==> src/rtl/fetch_unit.sv <==
// fetch_unit: instruction fetch with req/ack memory handshake, one-entry skid buffer
// and redirect handling that discards a wrong-path fetch already issued to memory.
module fetch_unit #(
    parameter logic [31:0] PC_RESET = 32'h0000_0000
) (
    input  logic        clk,
    input  logic        rst_n,
    output logic        imem_req,
    output logic [31:0] imem_addr,
    input  logic        imem_ack,
    input  logic [31:0] imem_rdata,
    input  logic        stall,
    input  logic        redirect,
    input  logic [31:0] redirect_pc,
    output logic        if_valid,
    output logic [31:0] if_pc,
    output logic [31:0] if_instr,
    output logic [5:0]  if_op,
    output logic [4:0]  if_rs,
    output logic [4:0]  if_rt,
    output logic [4:0]  if_rd,
    output logic [15:0] if_imm
);
    typedef enum logic [1:0] {BOOT, REQ, KILL, FULL} state_t;
    state_t      r_state, w_state;
    logic [31:0] r_fa, w_fa, r_pend, w_pend;
    logic [31:0] r_skid_instr, w_skid_instr, r_skid_pc, w_skid_pc;
    logic [31:0] r_pc, w_pc, r_instr, w_instr;
    logic        r_valid, w_valid;
    logic [31:0] w_rpc, w_fa_inc;
    logic        w_slot_free;
    assign w_rpc       = {redirect_pc[31:2], 2'b00};
    assign w_fa_inc    = r_fa + 32'd4;
    assign w_slot_free = !r_valid || !stall;
    assign imem_req  = (r_state == REQ) || (r_state == KILL);
    assign imem_addr = r_fa;
    assign if_valid  = r_valid;
    assign if_pc     = r_pc;
    assign if_instr  = r_instr;
    assign if_op     = r_instr[31:26];
    assign if_rs     = r_instr[25:21];
    assign if_rt     = r_instr[20:16];
    assign if_rd     = r_instr[15:11];
    assign if_imm    = r_instr[15:0];
    // Redirect wins in every state and always empties the output slot.
    always_comb begin
        w_state      = r_state;
        w_fa         = r_fa;
        w_pend       = r_pend;
        w_skid_instr = r_skid_instr;
        w_skid_pc    = r_skid_pc;
        w_pc         = r_pc;
        w_instr      = r_instr;
        w_valid      = redirect ? 1'b0 : (r_valid && stall);
        case (r_state)
            BOOT: begin
                w_state = REQ;
                w_fa    = redirect ? w_rpc : r_fa;
            end
            REQ: begin
                if (redirect) begin
                    w_fa    = imem_ack ? w_rpc : r_fa;
                    w_pend  = imem_ack ? r_pend : w_rpc;
                    w_state = imem_ack ? REQ : KILL;
                end else if (imem_ack && w_slot_free) begin
                    w_pc    = r_fa;
                    w_instr = imem_rdata;
                    w_valid = 1'b1;
                    w_fa    = w_fa_inc;
                end else if (imem_ack) begin
                    w_skid_pc    = r_fa;
                    w_skid_instr = imem_rdata;
                    w_fa         = w_fa_inc;
                    w_state      = FULL;
                end
            end
            KILL: begin
                if (imem_ack) begin
                    w_fa    = redirect ? w_rpc : r_pend;
                    w_state = REQ;
                end else if (redirect) begin
                    w_pend = w_rpc;
                end
            end
            FULL: begin
                if (redirect) begin
                    w_fa    = w_rpc;
                    w_state = REQ;
                end else if (!stall) begin
                    w_pc    = r_skid_pc;
                    w_instr = r_skid_instr;
                    w_valid = 1'b1;
                    w_state = REQ;
                end
            end
            default: w_state = BOOT;
        endcase
    end
    always_ff @(posedge clk or negedge rst_n) begin
        if (!rst_n) begin
            r_state      <= BOOT;
            r_fa         <= PC_RESET;
            r_pend       <= '0;
            r_skid_instr <= '0;
            r_skid_pc    <= '0;
            r_pc         <= '0;
            r_instr      <= '0;
            r_valid      <= 1'b0;
        end else begin
            r_state      <= w_state;
            r_fa         <= w_fa;
            r_pend       <= w_pend;
            r_skid_instr <= w_skid_instr;
            r_skid_pc    <= w_skid_pc;
            r_pc         <= w_pc;
            r_instr      <= w_instr;
            r_valid      <= w_valid;
        end
    end
endmodule

==> config.mk <==
export PLATFORM = sky130hd
export DESIGN_NAME = fetch_unit
export DESIGN_NICKNAME = d
export VERILOG_FILES = /design/src/rtl/fetch_unit.sv
export SDC_FILE = /design/constraint.sdc
export NUM_CORES = 1
export LEC_CHECK = 0
export CAP_MARGIN = 15
export CELL_PAD_IN_SITES_DETAIL_PLACEMENT = 1
export CELL_PAD_IN_SITES_GLOBAL_PLACEMENT = 2
export CORE_MARGIN = 5
export CORE_UTILIZATION = 30
export DETAILED_ROUTE_END_ITERATION = 7
export HOLD_SLACK_MARGIN = 0.03
export PLACE_DENSITY = 0.74
export SLEW_MARGIN = 25
export SYNTH_ARGS = -nofsm -noshare
export SYNTH_HDL_FRONTEND = slang
export SYNTH_SLANG_ARGS = --single-unit
==> constraint.sdc <==
create_clock -name clk -period 2.45 [get_ports clk]
set_clock_uncertainty 0.1 [all_clocks]
set_input_delay 0.3675 -clock clk [delete_from_list [all_inputs] [get_ports clk]]
set_output_delay 0.3675 -clock clk [all_outputs]
set_load 0.05 [all_outputs]
* Word-level counts from Yosys, hierarchy flattened
Index checks and enable logic that the tools add are counted.
Word-level totals: output and inout bits 135, register bits 195, RAM bits 0, ROM bits 0, input bits 69, word-level logic and storage cells 79, bits in latches 0, memories kept 0
Operators by class: div/mod/pow operators 0, equal/unequal tests 17, multiply operators 0, shift operators 0, reduce and logical (&&, ||, !) cells 15, $add $sub $neg 1, bitwise operators 2, muxes and demuxes 36, magnitude comparators 0
Operators with widths (number):
- two-way mux 32 bit | 18
- case mux 32 bit (2 select lines) | 3
- case mux 32 bit (3 select lines) | 1
- adder 32 x 3 -> 32 bit (second input constant) | 1
- AND reduction 4 bit | 4
- two-way mux 2 bit | 7
- inequality test 2 bit (second input constant) | 7
- inequality test 3 bit (second input constant) | 4
- case mux 2 bit (4 select lines) | 1
- two-way mux 1 bit | 5
- AND reduction 5 bit | 1
- equality test 2 bit (second input constant) | 2
- inequality test 2 x 1 -> 1 bit (second input constant) | 2
- nonzero test 2 bit | 2
- inequality test 3 x 2 -> 1 bit (second input constant) | 1
- equality test 2 x 1 -> 1 bit (second input constant) | 1
- logical AND 1 bit | 2
- logical NOT 1 bit | 2
- logical NOT 2 bit | 1
- logical OR 1 bit | 2
- NOT 1 bit | 2
- case mux 1 bit (2 select lines) | 1
- OR reduction 2 bit | 1

* Logic depth before layout (Yosys ltp)
Gate-level depths: netlist (run 1).
depth after elaboration 6, depth in mapped cells 9, mapped depth without buffers 7

* Worst setup path after synthesis (run 1)
Ideal clock, no wire load.
path kind flip-flop to flip-flop, start reg r_fa[4] (netlist: imem_addr[4]), end reg r_fa[19] (netlist: imem_addr[19]), stages on the path, launching flop included 8, arrival 2.456 ns, clock period less this slack 2.621 ns, required time 2.285 ns, setup time 0.065 ns, setup slack -0.171 ns, buffers on the path 2, path through dfrtp_1 buf_2 nand4_1 or4_1 buf_2 or4_1 a311oi_1 a21o_1
Between the ends: word-level cells in the longest chain between the ends 5
Ends and longest elaborated chain:
- from (decl) | RTL line 26 | logic [31:0] r_fa, w_fa, r_pend, w_pend;
- from (signal assigned) | RTL line 111 | r_fa <= w_fa;
- adder 32 x 3 -> 32 bit * | RTL line 33 | assign w_fa_inc = r_fa + 32'd4;
- two-way mux 32 bit | RTL line 70 | end else if (imem_ack) begin
- two-way mux 32 bit * | RTL line 65 | end else if (imem_ack && w_slot_free) begin
- two-way mux 32 bit * | RTL line 61 | if (redirect) begin
- case mux 32 bit (3 select lines) * | RTL line 55 | case (r_state)
Every way passes the cells marked *; elsewhere a longest branch is shown, timed or not. The select of a mux whose other input is x is not followed. A chain may end at the register's enable or synchronous reset.

* Final worst setup path (run 1)
start reg r_fa[27] (netlist: imem_addr[27]), end out imem_addr[27]
RTL lines:
- to (decl) | RTL line 9 | output logic [31:0] imem_addr,
No word-level cell between the ends.

==> results of run 1 <==
[registers in the layout, summed over array words and instances, names as in the netlist]
| signal | cells |
|---|---|
| r_skid_pc | 32 |
| if_instr | 32 |
| r_skid_instr | 32 |
| if_pc | 32 |
| r_state | 2 |
| r_pend | 32 |
| imem_addr | 32 |
| if_valid | 1 |
[cell usage after synthesis (5+ instances only)]
library cell | instances | share of area
sky130_fd_sc_hd__buf_2 | 5 | 0.0025
sky130_fd_sc_hd__clkbuf_1 | 46 | 0.018
sky130_fd_sc_hd__and3_1 | 7 | 0.0045
sky130_fd_sc_hd__a21oi_1 | 20 | 0.010
sky130_fd_sc_hd__a222oi_1 | 5 | 0.0051
sky130_fd_sc_hd__nor3_1 | 7 | 0.0036
sky130_fd_sc_hd__o31ai_1 | 8 | 0.0061
sky130_fd_sc_hd__nand3_1 | 11 | 0.0056
sky130_fd_sc_hd__a311oi_1 | 5 | 0.0045
sky130_fd_sc_hd__nor2b_1 | 6 | 0.0038
sky130_fd_sc_hd__nand4_1 | 8 | 0.0051
sky130_fd_sc_hd__nor2_1 | 34 | 0.013
sky130_fd_sc_hd__o21ai_0 | 61 | 0.031
sky130_fd_sc_hd__nor4_1 | 8 | 0.0051
sky130_fd_sc_hd__a31oi_1 | 9 | 0.0057
sky130_fd_sc_hd__buf_4 | 37 | 0.028
sky130_fd_sc_hd__buf_1 | 12 | 0.0046
sky130_fd_sc_hd__mux2_2 | 208 | 0.24
sky130_fd_sc_hd__inv_1 | 19 | 0.0073
sky130_fd_sc_hd__a221oi_1 | 20 | 0.018
sky130_fd_sc_hd__dfrtp_1 | 195 | 0.50
sky130_fd_sc_hd__nand2_1 | 65 | 0.025
[layout make-up]
cell class | instances | share of cell area
clock buffer | 19 | 0.0346
inverter | 20 | 0.00573
clock inverter | 13 | 0.00975
tap | 442 | 0.0422
timing repair buffer | 262 | 0.197
sequential | 195 | 0.374
multi-input combinational | 550 | 0.337
[kinds of logic after synthesis]
| kind of cell | count (synthesis) |
|---|---|
| multiplexers | 211 |
| flip-flops | 195 |
| AO/OA/AOI/OAI | 170 |
| AND/OR/NAND/NOR | 165 |
| buffers and inverters | 120 |
| adder cells (fa/ha/maj) | 4 |
[repair_timing]
| item | 4_1_cts | 5_1_grt |
|---|---|---|
| hold buffers | 1 | 0 |
| gates resized for setup | 1 | 2 |
| setup endpoints to repair | 2 | 72 |
| endpoints found under the hold margin | 60 | 0 |
[worst max-delay path by stage]
stage | cells after the start | to | start | slack (ns)
6_report | 1 | imem_addr[27] | imem_addr[27] | 0.09
3_3_place_gp | 6 | imem_addr[9] | r_state[0] | 0.04
2_1_floorplan | 6 | imem_addr[19] | imem_addr[9] | -0.002
5_1_grt | 6 | r_skid_pc[21] | r_state[1] | 0.01
3_5_place_dp | 7 | imem_addr[9] | r_state[1] | -0.02
4_1_cts | 1 | imem_addr[27] | imem_addr[27] | 0.05
[metal layers]
layer / vias to the layer above / global-route usage / part of all wire
met3: 15 / 0.0351 / 0.044
met2: 120 / 0.274 / 0.49
met1: 3947 / 0.220 / 0.45
met5: - / 0 / 0
li1: 3486 / - / -
met4: 0 / 0.0414 / 0.0098
[power breakdown]
| part | internal, µW | total, µW | switching (µW) |
|---|---|---|---|
| Clock | 1470 | 2830 | 1350 |
| Sequential | 4640 | 5690 | 1050 |
| Combinational | 4910 | 12200 | 7330 |
[through the flow]
stage / area (µm²) / hold WS [ns] / power (µW) / TNS (ns) / util
final: 13100 / 0.374 / 20800 / 0 / 0.403
after global routing: 13100 / 0.407 / 22000 / 0 / 0.403
after CTS: 13100 / 0.363 / 21000 / 0 / 0.403
after detailed placement: 12500 / 0.319 / 18100 / -0.0273 / 0.385
after global placement: 12500 / 0.318 / 17900 / 0 / 0.385
after floorplan: 9850 / -0.0281 / 14000 / -0.00249 / -
==> impl_metrics.json, run 1 <==
{
  "result_of_the_run": "finished, final reports clean",
  "fillerInstances": 3506,
  "fp.dieW_um": 191,
  "slew_violations": 0,
  "gp_congestion": 0.812,
  "antenna_cells": 0,
  "synth_edf_count": 0,
  "grt.overflow.total": 0,
  "post_cts_buffers": 0,
  "clock_latency_ns": 0.45,
  "clkSlewWorstSetupHoldPaths_ns": 0.07,
  "dpl_worst_slack_ns": -0.0213,
  "core_area_um2": 32500,
  "layout.cells.most_common": "sky130_fd_sc_hd__mux2_2",
  "setup_viol_count_final": 0,
  "largest_family_of_logic_cells_by_synthesized_area": "multiplexers",
  "route.antenna.remaining_nets": 0,
  "layout_worst_path_cycle_share": 0.963,
  "maximum_number_of_pins_on_one_net_before_global_route_repair": 64,
  "finalWorstSetupSlack_ns": 0.0901,
  "rows": 66,
  "numPortBuffers": 201,
  "multiInputGateArea_um2": 4410,
  "crit-reg2reg-capture": "imem_addr[19]",
  "number_of_global_route_vias_before_repair": 8028,
  "register_bit_total_from_synthesis": 195,
  "final_cell_mix": "208 x sky130_fd_sc_hd__mux2_2, 198 x sky130_fd_sc_hd__clkdlybuf4s50_1, 186 x sky130_fd_sc_hd__dfrtp_1",
  "time_the_final_worst_path_needs_with_i_o_delays_and_setup_ns": 2.36,
  "synth.yosys.seq_area_share": 0.496,
  "dr_total_vias": 7568,
  "netlist-cell-type-count": 54,
  "r2r_setup_slack_ns": 0.19,
  "initial_core_util": 0.303,
  "seqCellArea_um2": 4890,
  "clk_root_buffer_cell": "sky130_fd_sc_hd__clkbuf_16",
  "die_h_um": 191,
  "cts.sink_count": 195,
  "area_delta_synth_final_pct": 33.2,
  "netlist_area_um2": 9830,
  "global_route.usage.total": 0.165,
  "yosys.area_share.simple": 0.0798,
  "critical_path_required_ns": 1.98,
  "synth_warnings": 0,
  "tritoncts": "yes",
  "crit_family": "buffers and inverters",
  "dp_hpwl_um": 21100,
  "drt-total-wl_um": 29700,
  "placed_cells": 1468,
  "ir_worst_vdd_uv": 909,
  "drt_iter0_drc": 268,
  "grt_pass1_wl_um": 47400,
  "hold_viol": 0,
  "power_density_nw_per_um2": 1590,
  "crit_path_cell_trace": "clkdlybuf4s50_1",
  "fmax_mhz": 424,
  "worstSetupPathType": "reg -> out",
  "cp.buffers_inverters": 1,
  "timing.critical_path.slowest_cell_delay_ns": 0.88,
  "leakage_uw": 0.00551,
  "worst_slew_margin_rel": 0.516,
  "synth-main-ff-cell": "sky130_fd_sc_hd__dfrtp_1",
  "post_synth.cell_area_avg_um2": 11.4,
  "synth-xor-area-share": 0,
  "layoutNonFillerInstCount": 1501,
  "die_area_um2": 36500,
  "drc": 0,
  "drt_pass1_iterations": 7,
  "grt_setup_unrepaired": "no",
  "vias_per_cell": 5.04,
  "post_drt_wl_per_cell_um": 19.8,
  "synth_fp_nets": 938,
  "rr_startpoint": "imem_addr[2]",
  "post_route_cells_drive_above_1_share": 0.306,
  "synth_compound_area_frac": 0.117,
  "worstRegToRegCells": 6,
  "worst-endpoint-arrival_ns": 1.89,
  "timing.critical_path.slowest_stage_cell": "sky130_fd_sc_hd__clkdlybuf4s50_1",
  "synth_async_sr_flop_share": 1.00,
  "finish.net_count": 1119,
  "grt_antenna_before_repair": 0,
  "htreeDepth": 4,
  "clock_path_buffers": 2,
  "end_kind": "output port",
  "cts-buffers-inserted": 17,
  "timing.hold.worst.class": "in -> async",
  "tightest_slew_ns": 0.726,
  "synth-adder-area-share": 0.00509,
  "crit_fanout": 10,
  "boundaryPins": 204,
  "synthCells": 865,
  "timing.max_cap.violations": 0,
  "setup.worst_path.start_class": "register",
  "yosys-mux-area-fraction": 0.241
}
Note: power is estimated with default switching activity, not from simulation.
==> run 2: changes to the inputs <==
--- a/config.mk
+++ b/config.mk
@@ -11,6 +11,7 @@
 export CORE_MARGIN = 5
 export CORE_UTILIZATION = 30
 export DETAILED_ROUTE_END_ITERATION = 7
+export GPL_ROUTABILITY_DRIVEN = 0
 export HOLD_SLACK_MARGIN = 0.03
 export PLACE_DENSITY = 0.74
 export SLEW_MARGIN = 25
==> results of run 2 <==
The final DEF is identical to that of run 1; final timing and power are the same.
